==> src/rtl/ifu_if.sv <==
// Memory read channel between the IFU (master) and instruction memory (slave):
// request carries the word address, response returns the fetched word.
interface ifu_if;
  logic        req_valid;
  logic        req_ready;
  logic [31:0] req_addr;
  logic        rsp_valid;
  logic        rsp_ready;
  logic [31:0] rsp_data;

  modport master (
    output req_valid, req_addr, rsp_ready,
    input  req_ready, rsp_valid, rsp_data
  );

  modport slave (
    input  req_valid, req_addr, rsp_ready,
    output req_ready, rsp_valid, rsp_data
  );
endinterface

==> src/rtl/ifu.sv <==
// Instruction fetch unit: IDLE -> REQ -> WAIT -> HOLD loop with a WAIT timeout fault.
// Optional macro IFU_MISALIGN_CHECK_EN faults misaligned fetch addresses without a bus request.
module ifu #(
  parameter int unsigned TIMEOUT_CYCLES = 255
) (
  input  logic        clk,
  input  logic        rst,
  input  logic [31:0] dnpc_i,
  output logic        pc_wen_o,
  ifu_if.master       mem,
  output logic        inst_valid_o,
  input  logic        inst_ready_i,
  output logic [31:0] inst_o,
  output logic [31:0] inst_pc_o,
  output logic        inst_fault_o
);

  localparam logic [7:0] TMO = TIMEOUT_CYCLES[7:0];

  typedef enum logic [1:0] {S_IDLE, S_REQ, S_WAIT, S_HOLD} state_e;

  state_e      state_q, state_d;
  logic [31:0] addr_q, addr_d;
  logic [7:0]  cnt_q, cnt_d;
  logic [31:0] inst_q, inst_d;
  logic [31:0] pc_q, pc_d;
  logic        fault_q, fault_d;
  logic        latch;
  logic [7:0]  cnt_nxt;

  always_ff @(posedge clk or negedge rst) begin
    if (!rst) begin
      state_q <= S_IDLE;
      addr_q  <= '0;
      cnt_q   <= '0;
      inst_q  <= '0;
      pc_q    <= '0;
      fault_q <= 1'b0;
    end else begin
      state_q <= state_d;
      addr_q  <= addr_d;
      cnt_q   <= cnt_d;
      inst_q  <= inst_d;
      pc_q    <= pc_d;
      fault_q <= fault_d;
    end
  end

  always_comb begin
    state_d = state_q;
    addr_d  = addr_q;
    cnt_d   = cnt_q;
    inst_d  = inst_q;
    pc_d    = pc_q;
    fault_d = fault_q;
    latch   = 1'b0;
    cnt_nxt = cnt_q + 8'd1;

    case (state_q)
      S_IDLE: latch = 1'b1;
      S_REQ: begin
        cnt_d = '0;
        if (mem.req_ready) state_d = S_WAIT;
      end
      S_WAIT: begin
        cnt_d = cnt_nxt;
        // a response landing on the timeout cycle still counts as good data
        if (mem.rsp_valid) begin
          state_d = S_HOLD;
          inst_d  = mem.rsp_data;
          pc_d    = addr_q;
          fault_d = 1'b0;
        end else if (cnt_nxt == TMO) begin
          state_d = S_HOLD;
          inst_d  = '0;
          pc_d    = addr_q;
          fault_d = 1'b1;
        end
      end
      S_HOLD: latch = inst_ready_i;
      default: state_d = S_IDLE;
    endcase

    if (latch) begin
      addr_d  = dnpc_i;
      state_d = S_REQ;
`ifdef IFU_MISALIGN_CHECK_EN
      if (dnpc_i[1:0] != 2'b00) begin
        state_d = S_HOLD;
        inst_d  = '0;
        pc_d    = dnpc_i;
        fault_d = 1'b1;
      end
`endif
    end
  end

  assign mem.req_valid = (state_q == S_REQ);
  assign mem.rsp_ready = (state_q == S_WAIT);
`ifdef IFU_MISALIGN_CHECK_EN
  assign mem.req_addr  = addr_q;
`else
  assign mem.req_addr  = {addr_q[31:2], 2'b00};
`endif

  assign inst_valid_o = (state_q == S_HOLD);
  assign pc_wen_o     = (state_q == S_HOLD) & inst_ready_i;
  assign inst_o       = inst_q;
  assign inst_pc_o    = pc_q;
  assign inst_fault_o = fault_q;

endmodule
==> src/flat_wrapper.sv <==
// flat-port wrapper written by rule: the top's interface ports become plain ports
module ifu_flat 
#(
  parameter int unsigned TIMEOUT_CYCLES = 255
)
  (clk, rst, dnpc_i, pc_wen_o, inst_valid_o, inst_ready_i, inst_o, inst_pc_o, inst_fault_o, mem_req_valid, mem_req_addr, mem_rsp_ready, mem_req_ready, mem_rsp_valid, mem_rsp_data);
  ifu_if mem_i ();
  input  logic clk;
  input  logic rst;
  input  logic [31:0] dnpc_i;
  output logic pc_wen_o;
  output logic inst_valid_o;
  input  logic inst_ready_i;
  output logic [31:0] inst_o;
  output logic [31:0] inst_pc_o;
  output logic inst_fault_o;
  output wire logic [$bits(mem_i.req_valid)-1:0] mem_req_valid;
  output wire logic [$bits(mem_i.req_addr)-1:0] mem_req_addr;
  output wire logic [$bits(mem_i.rsp_ready)-1:0] mem_rsp_ready;
  input wire logic [$bits(mem_i.req_ready)-1:0] mem_req_ready;
  input wire logic [$bits(mem_i.rsp_valid)-1:0] mem_rsp_valid;
  input wire logic [$bits(mem_i.rsp_data)-1:0] mem_rsp_data;
  assign mem_req_valid = mem_i.req_valid;
  assign mem_req_addr = mem_i.req_addr;
  assign mem_rsp_ready = mem_i.rsp_ready;
  assign mem_i.req_ready = mem_req_ready;
  assign mem_i.rsp_valid = mem_rsp_valid;
  assign mem_i.rsp_data = mem_rsp_data;
  ifu #(.TIMEOUT_CYCLES(TIMEOUT_CYCLES)) u_core (.clk(clk), .rst(rst), .dnpc_i(dnpc_i), .pc_wen_o(pc_wen_o), .mem(mem_i), .inst_valid_o(inst_valid_o), .inst_ready_i(inst_ready_i), .inst_o(inst_o), .inst_pc_o(inst_pc_o), .inst_fault_o(inst_fault_o));
endmodule
==> config.mk <==
export PLATFORM = sky130hd
export DESIGN_NAME = ifu_flat
export DESIGN_NICKNAME = d
export VERILOG_FILES = /design/src/rtl/ifu_if.sv /design/src/rtl/ifu.sv /design/src/flat_wrapper.sv
export SDC_FILE = /design/constraint.sdc
export NUM_CORES = 1
export LEC_CHECK = 0
export BUFFER_PORTS_ARGS = -buffer_cell sky130_fd_sc_hd__buf_2
export CAP_MARGIN = 15
export CORE_MARGIN = 2
export CORE_UTILIZATION = 56
export CTS_CLUSTER_DIAMETER = 150
export DETAILED_ROUTE_END_ITERATION = 8
export PLACE_DENSITY = 0.86
export REMOVE_ABC_BUFFERS = 1
export SYNTH_ARGS = -nofsm -noshare
export SYNTH_HDL_FRONTEND = slang
export SYNTH_SLANG_ARGS = --single-unit
==> constraint.sdc <==
create_clock -name clk -period 5.4 [get_ports clk]
set_input_delay 0.27 -clock clk [delete_from_list [all_inputs] [get_ports clk]]
set_output_delay 0.27 -clock clk [all_outputs]
set_load 0.05 [all_outputs]
# After elaboration in Yosys (flattened, before gate mapping)
# Index checks and enable logic that the tools add are counted.
word_totals:
  register_bits: 107
  output_inout_bits: 101
  word_cells: 33
op_classes:
  addsub: 1
  n_eq_ne: 6
  n_mux: 13
  n_bitwise: 1
  n_reduce_logical: 6
ops:
  columns: ["op", "n"]
  rows:
  - ["32-bit two-way mux", 4]
  - ["8-bit case mux with 2 select lines", 1]
  - ["8-bit by 1-bit adder with 8-bit output, second input constant", 1]
  - ["8-bit equality test, second input constant", 1]
  - ["2-bit two-way mux", 4]
  - ["2-bit equality test, second input constant", 2]
  - ["4-bit by 1-bit inequality test with 1-bit output, second input constant", 1]
  - ["2-bit case mux with 2 select lines", 1]
  - ["2-bit nonzero test", 2]
  - ["3-bit by 1-bit inequality test with 1-bit output, second input constant", 1]
  - ["3-bit AND reduction", 1]
  - ["3-bit nonzero test", 1]
  - ["2-bit by 1-bit equality test with 1-bit output, second input constant", 1]
  - ["2-bit logical NOT", 1]
  - ["1-bit two-way mux", 2]
  - ["1-bit case mux with 2 select lines", 1]
  - ["2-bit AND reduction", 1]
  - ["1-bit bitwise AND", 1]

# Depth between registers and ports, before layout
depth:
  ltp_word: 6
  mapped_depth: 8
  ltp_nobuf: 7

# Worst setup path before layout
# No wires, ideal clock.
synth_timing:
  path_type: "reg-to-reg"
  from: "reg u_core.state_q[0]"
  to: "reg u_core.addr_q[0]"
  t_arrival_ns: 2.110
  path_slack_ns: 3.166
  path_stages_with_launch: 6
  path_buffers: 1
  synth_period_minus_slack_ns: 2.234
  cell_sequence: "dfrtp_1 > ha_1 > a21oi_1 > nor2_1 > clkbuf_1 > mux2_2"
synth_via:
  elab_chain_cells: 2
  word_cells_on_any_way: 3
synth_rtl:
  columns: ["item", "line_no", "text"]
  rows:
  - ["from (decl)", "ifu.sv:22", "state_e state_q, state_d;"]
  - ["from (signal assigned)", "ifu.sv:40", "state_q <= state_d;"]
  - ["2-bit equality test", null, null]
  - ["via inst_valid_o", "flat_wrapper.sv:12", "output logic inst_valid_o;"]
  - ["1-bit case mux with 2 select lines", "ifu.sv:59", "case (state_q)"]
  - ["to (signal assigned)", "ifu.sv:41", "addr_q <= addr_d;"]
  - ["to (decl)", "ifu.sv:23", "logic [31:0] addr_q, addr_d;"]
# The timed path passes the listed nets, and every way through them passes these cells.
# A chain may end at the register's enable or synchronous reset.

# Final worst setup path
layout_timing:
  from: "reg u_core.state_q[0]"
  to: "reg u_core.pc_q[17], in the netlist u_core.inst_pc_o[17]"
layout_via:
  elab_chain_cells: 2
layout_rtl:
  columns: ["item", "line_no", "text"]
  rows:
  - ["2-bit equality test", "ifu.sv:59", null]
  - ["2-bit AND reduction (no line)", null, null]
  - ["to (signal assigned)", "ifu.sv:44", "pc_q <= pc_d;"]
  - ["to (decl)", "ifu.sv:26", "logic [31:0] pc_q, pc_d;"]
# Every way passes these cells.

==> impl_metrics.toml <==
[clock_tree]
cts_buffer_depth = 2
htree_num_levels = 3
post_cts_resized = 0
numClockSinks = 107
cts_made_buffers = 9
cts_tree = "yes"
cts_setup_buffers = 0
clk_pin_slew_ps = 110
clk-insertion-delay-late_ps = 360
cts_root_buf = "clkbuf_8"

[yosys]
synth.distinct_cells = 40
synth_ff_type = "dfrtp_1"
yosys.area.top_type = "dfrtp_1"
postSynthCellCount = 585
synth_edf_count = 0
syn_area_um2 = 5774
synth_top_cells_by_area = "dfrtp_1 46%, mux2_2 6.2%, a222oi_1 5.5%"
syn_area_per_cell_um2 = 9.871
synthArstFlopShare_pct = 100.0
ys_seq_elements = 107
ys_seq_area_share_pct = 46.37
synth_warnings = 0
synth_top_area_share_pct = 46.37

[sta]
rsz0062_at_grt = "false"
slew_violations = 0
hold_viol_final = 0
fin_setup_tns_ps = 0
finalSetupViolations = 0
max_slew_margin_pct = 29.64
period_needed_ps = 2692
timing.fmax_mhz = 371.4
timing.hold.ws_ps = 131.9
fin_skew_ps = 14.31
finalCritPeriodShare_pct = 49.86
worst_pin_slew_ps = 1055

[worst_setup_path]
worstPathArrival_ps = 2920
crit_path_start_kind = "flip-flop"
critical_path_required_ps = 5630
worst-r2r-cell-count = 6
critPathKind = "flip-flop to flip-flop"
critPathMaxFanout = 40
endpoint_kind = "flip-flop"

[drt]
routedWlPerCell_um = 16.81
drtAntennaViolNets = 0
post-route-drc-count = 0
drt_iter0_markers = 601
vias_per_cell = 6.176
dr.pass1.iters = 9
finalWirelength_um = 13920
dr_total_vias = 5114

[floorplanning]
die_y_um = 105.5
initial_utilization_pct = 56.70
rows = 37
io-pin-count = 170
die_area_um2 = 11140
dieWidth_um = 105.5
core_um2 = 10180

[power_and_ir_drop]
combPwrFrac_pct = 54.9
switchingPower_mw = 2.121
pwr-share-seq_pct = 32.2
switching_share_pct = 50.91
clkPwrFrac_pct = 12.8
ir_worst_vdd_mv = 0.4279
power.total_mw = 4.166
p_per_area_nw_per_um2 = 626.7
p_int_mw = 2.045
p_leak_nw = 2.599

[global_routing]
first_global_vias = 4735
antenna_found_initial = 0
grt.overflow.total = 0
grt_usage_pct = 24.72
grt_max_degree = 71
grt_pass1_wl_um = 22650

[hold_path]
hold_class = "input pin to flip-flop"
worstHoldPathCells = 2

[flow_run]
drv_cap = 0

[final_layout]
drive_above_1_share_pct = 33.24
final_cell_mix = "166 x buf_2, 107 x dfrtp_1, 55 x o21ai_0"
area_delta_synth_final_pct = 15.12
final_common_cell = "buf_2"
nets = 762
final_core_util_pct = 65.27
n_antenna_cell = 0
layoutNonFillerInstCount = 828

[place]
place_inst = 809
portBuffers = 167
gp_congestion = 0.7566
hpwl_um = 8754

[status]
status = "finished, final reports clean"
-- flip-flops by register name, indices dropped and copies added, names as in the netlist --
signal,flops
u_core.addr_q,32
u_core.cnt_q,8
u_core.inst_fault_o,1
u_core.inst_o,32
u_core.inst_pc_o,32
u_core.state_q,2
-- repair_timing --
| action | in CTS | in global routing |
|---|---|---|
| hold endpoints to repair | 50 | 0 |
| hold buffers | 1 | 0 |
| setup endpoints to repair | 0 | 0 |
-- power groups by stage --
stage	logic (mW)	registers, mW	clock network, mW
floorplan	0.859	2.19	0
global placement	2.21	1.33	0
detailed placement	2.27	1.35	0
CTS	2.28	1.34	0.547
global route	2.43	1.38	0.580
finish	2.29	1.34	0.535
-- layout make-up --
| class | instances | area (µm²) |
|---|---|---|
| fillers | 844 | 3537 |
| flip-flops and latches | 107 | 2678 |
| multi-input cells | 382 | 2605 |
| repair buffers | 175 | 933.4 |
| well taps | 136 | 170.2 |
| clock buffers | 10 | 127.6 |
| clock inverters | 6 | 88.84 |
| inverters | 12 | 45.04 |
-- metrics by stage --
step	worst slack [ps]	instance area, µm²
after floorplan	1139	5309
after global routing	2489	6648
final	2708	6648
after detailed placement	2506	6374
after CTS	2496	6600
after global placement	2645	6374
-- routing by layer --
layer | up-vias | GRT usage (%) | routed length, µm
met3 | 9 | 5.442 | 1267
met4 | 0 | 5.639 | 109
li1 | 2336 | - | -
met1 | 2501 | 34.37 | 6047
met2 | 268 | 40.00 | 6491
met5 | - | 0 | 0
-- kinds of logic after synthesis --
group | count (synthesis) | share of synthesized area [%]
compound gates | 150 | 17.77
xor+xnor | 2 | 0.3034
fa+ha+maj | 6 | 1.300
buf+inv | 97 | 8.906
flops | 107 | 46.37
mux | 34 | 6.587
other cells | 1 | 0.06494
simple gates | 188 | 18.70
-- path summary, 6_finish.rpt --
check / start / slack (ps) / to
max: u_core.state_q[0] / 2710 / u_core.inst_pc_o[17]
min: dnpc_i[26] / 130 / u_core.addr_q[26]
max reg2reg: u_core.state_q[0] / 2710 / u_core.inst_pc_o[17]
min reg2reg: u_core.inst_fault_o / 490 / u_core.inst_fault_o
max in group asynchronous: rst / 3750 / u_core.inst_pc_o[4]
min in group asynchronous: rst / 480 / u_core.inst_o[11]
-- synthesized netlist by cell type (3+ instances only) --
| library cell | n |
|---|---|
| inv_1 | 11 |
| clkbuf_1 | 48 |
| a21oi_1 | 6 |
| or4_1 | 32 |
| dfrtp_1 | 107 |
| ha_1 | 6 |
| a22oi_1 | 32 |
| buf_6 | 4 |
| nor2b_1 | 34 |
| a222oi_1 | 32 |
| mux2_2 | 32 |
| nor2_1 | 3 |
| o21ai_0 | 55 |
| nand2_1 | 39 |
| o21ai_1 | 10 |
| o22ai_1 | 7 |
| nand3_1 | 35 |
| buf_4 | 32 |
| nand2b_1 | 32 |
-- critical path, stage by stage, from the launching register on --
cell and delay (ps):
dfrtp_1 440, inv_1 130, ha_2 740, inv_2 460
buf_12 310, a222oi_1 360, nand3_1 110
Power figures use the tool's default switching activity.
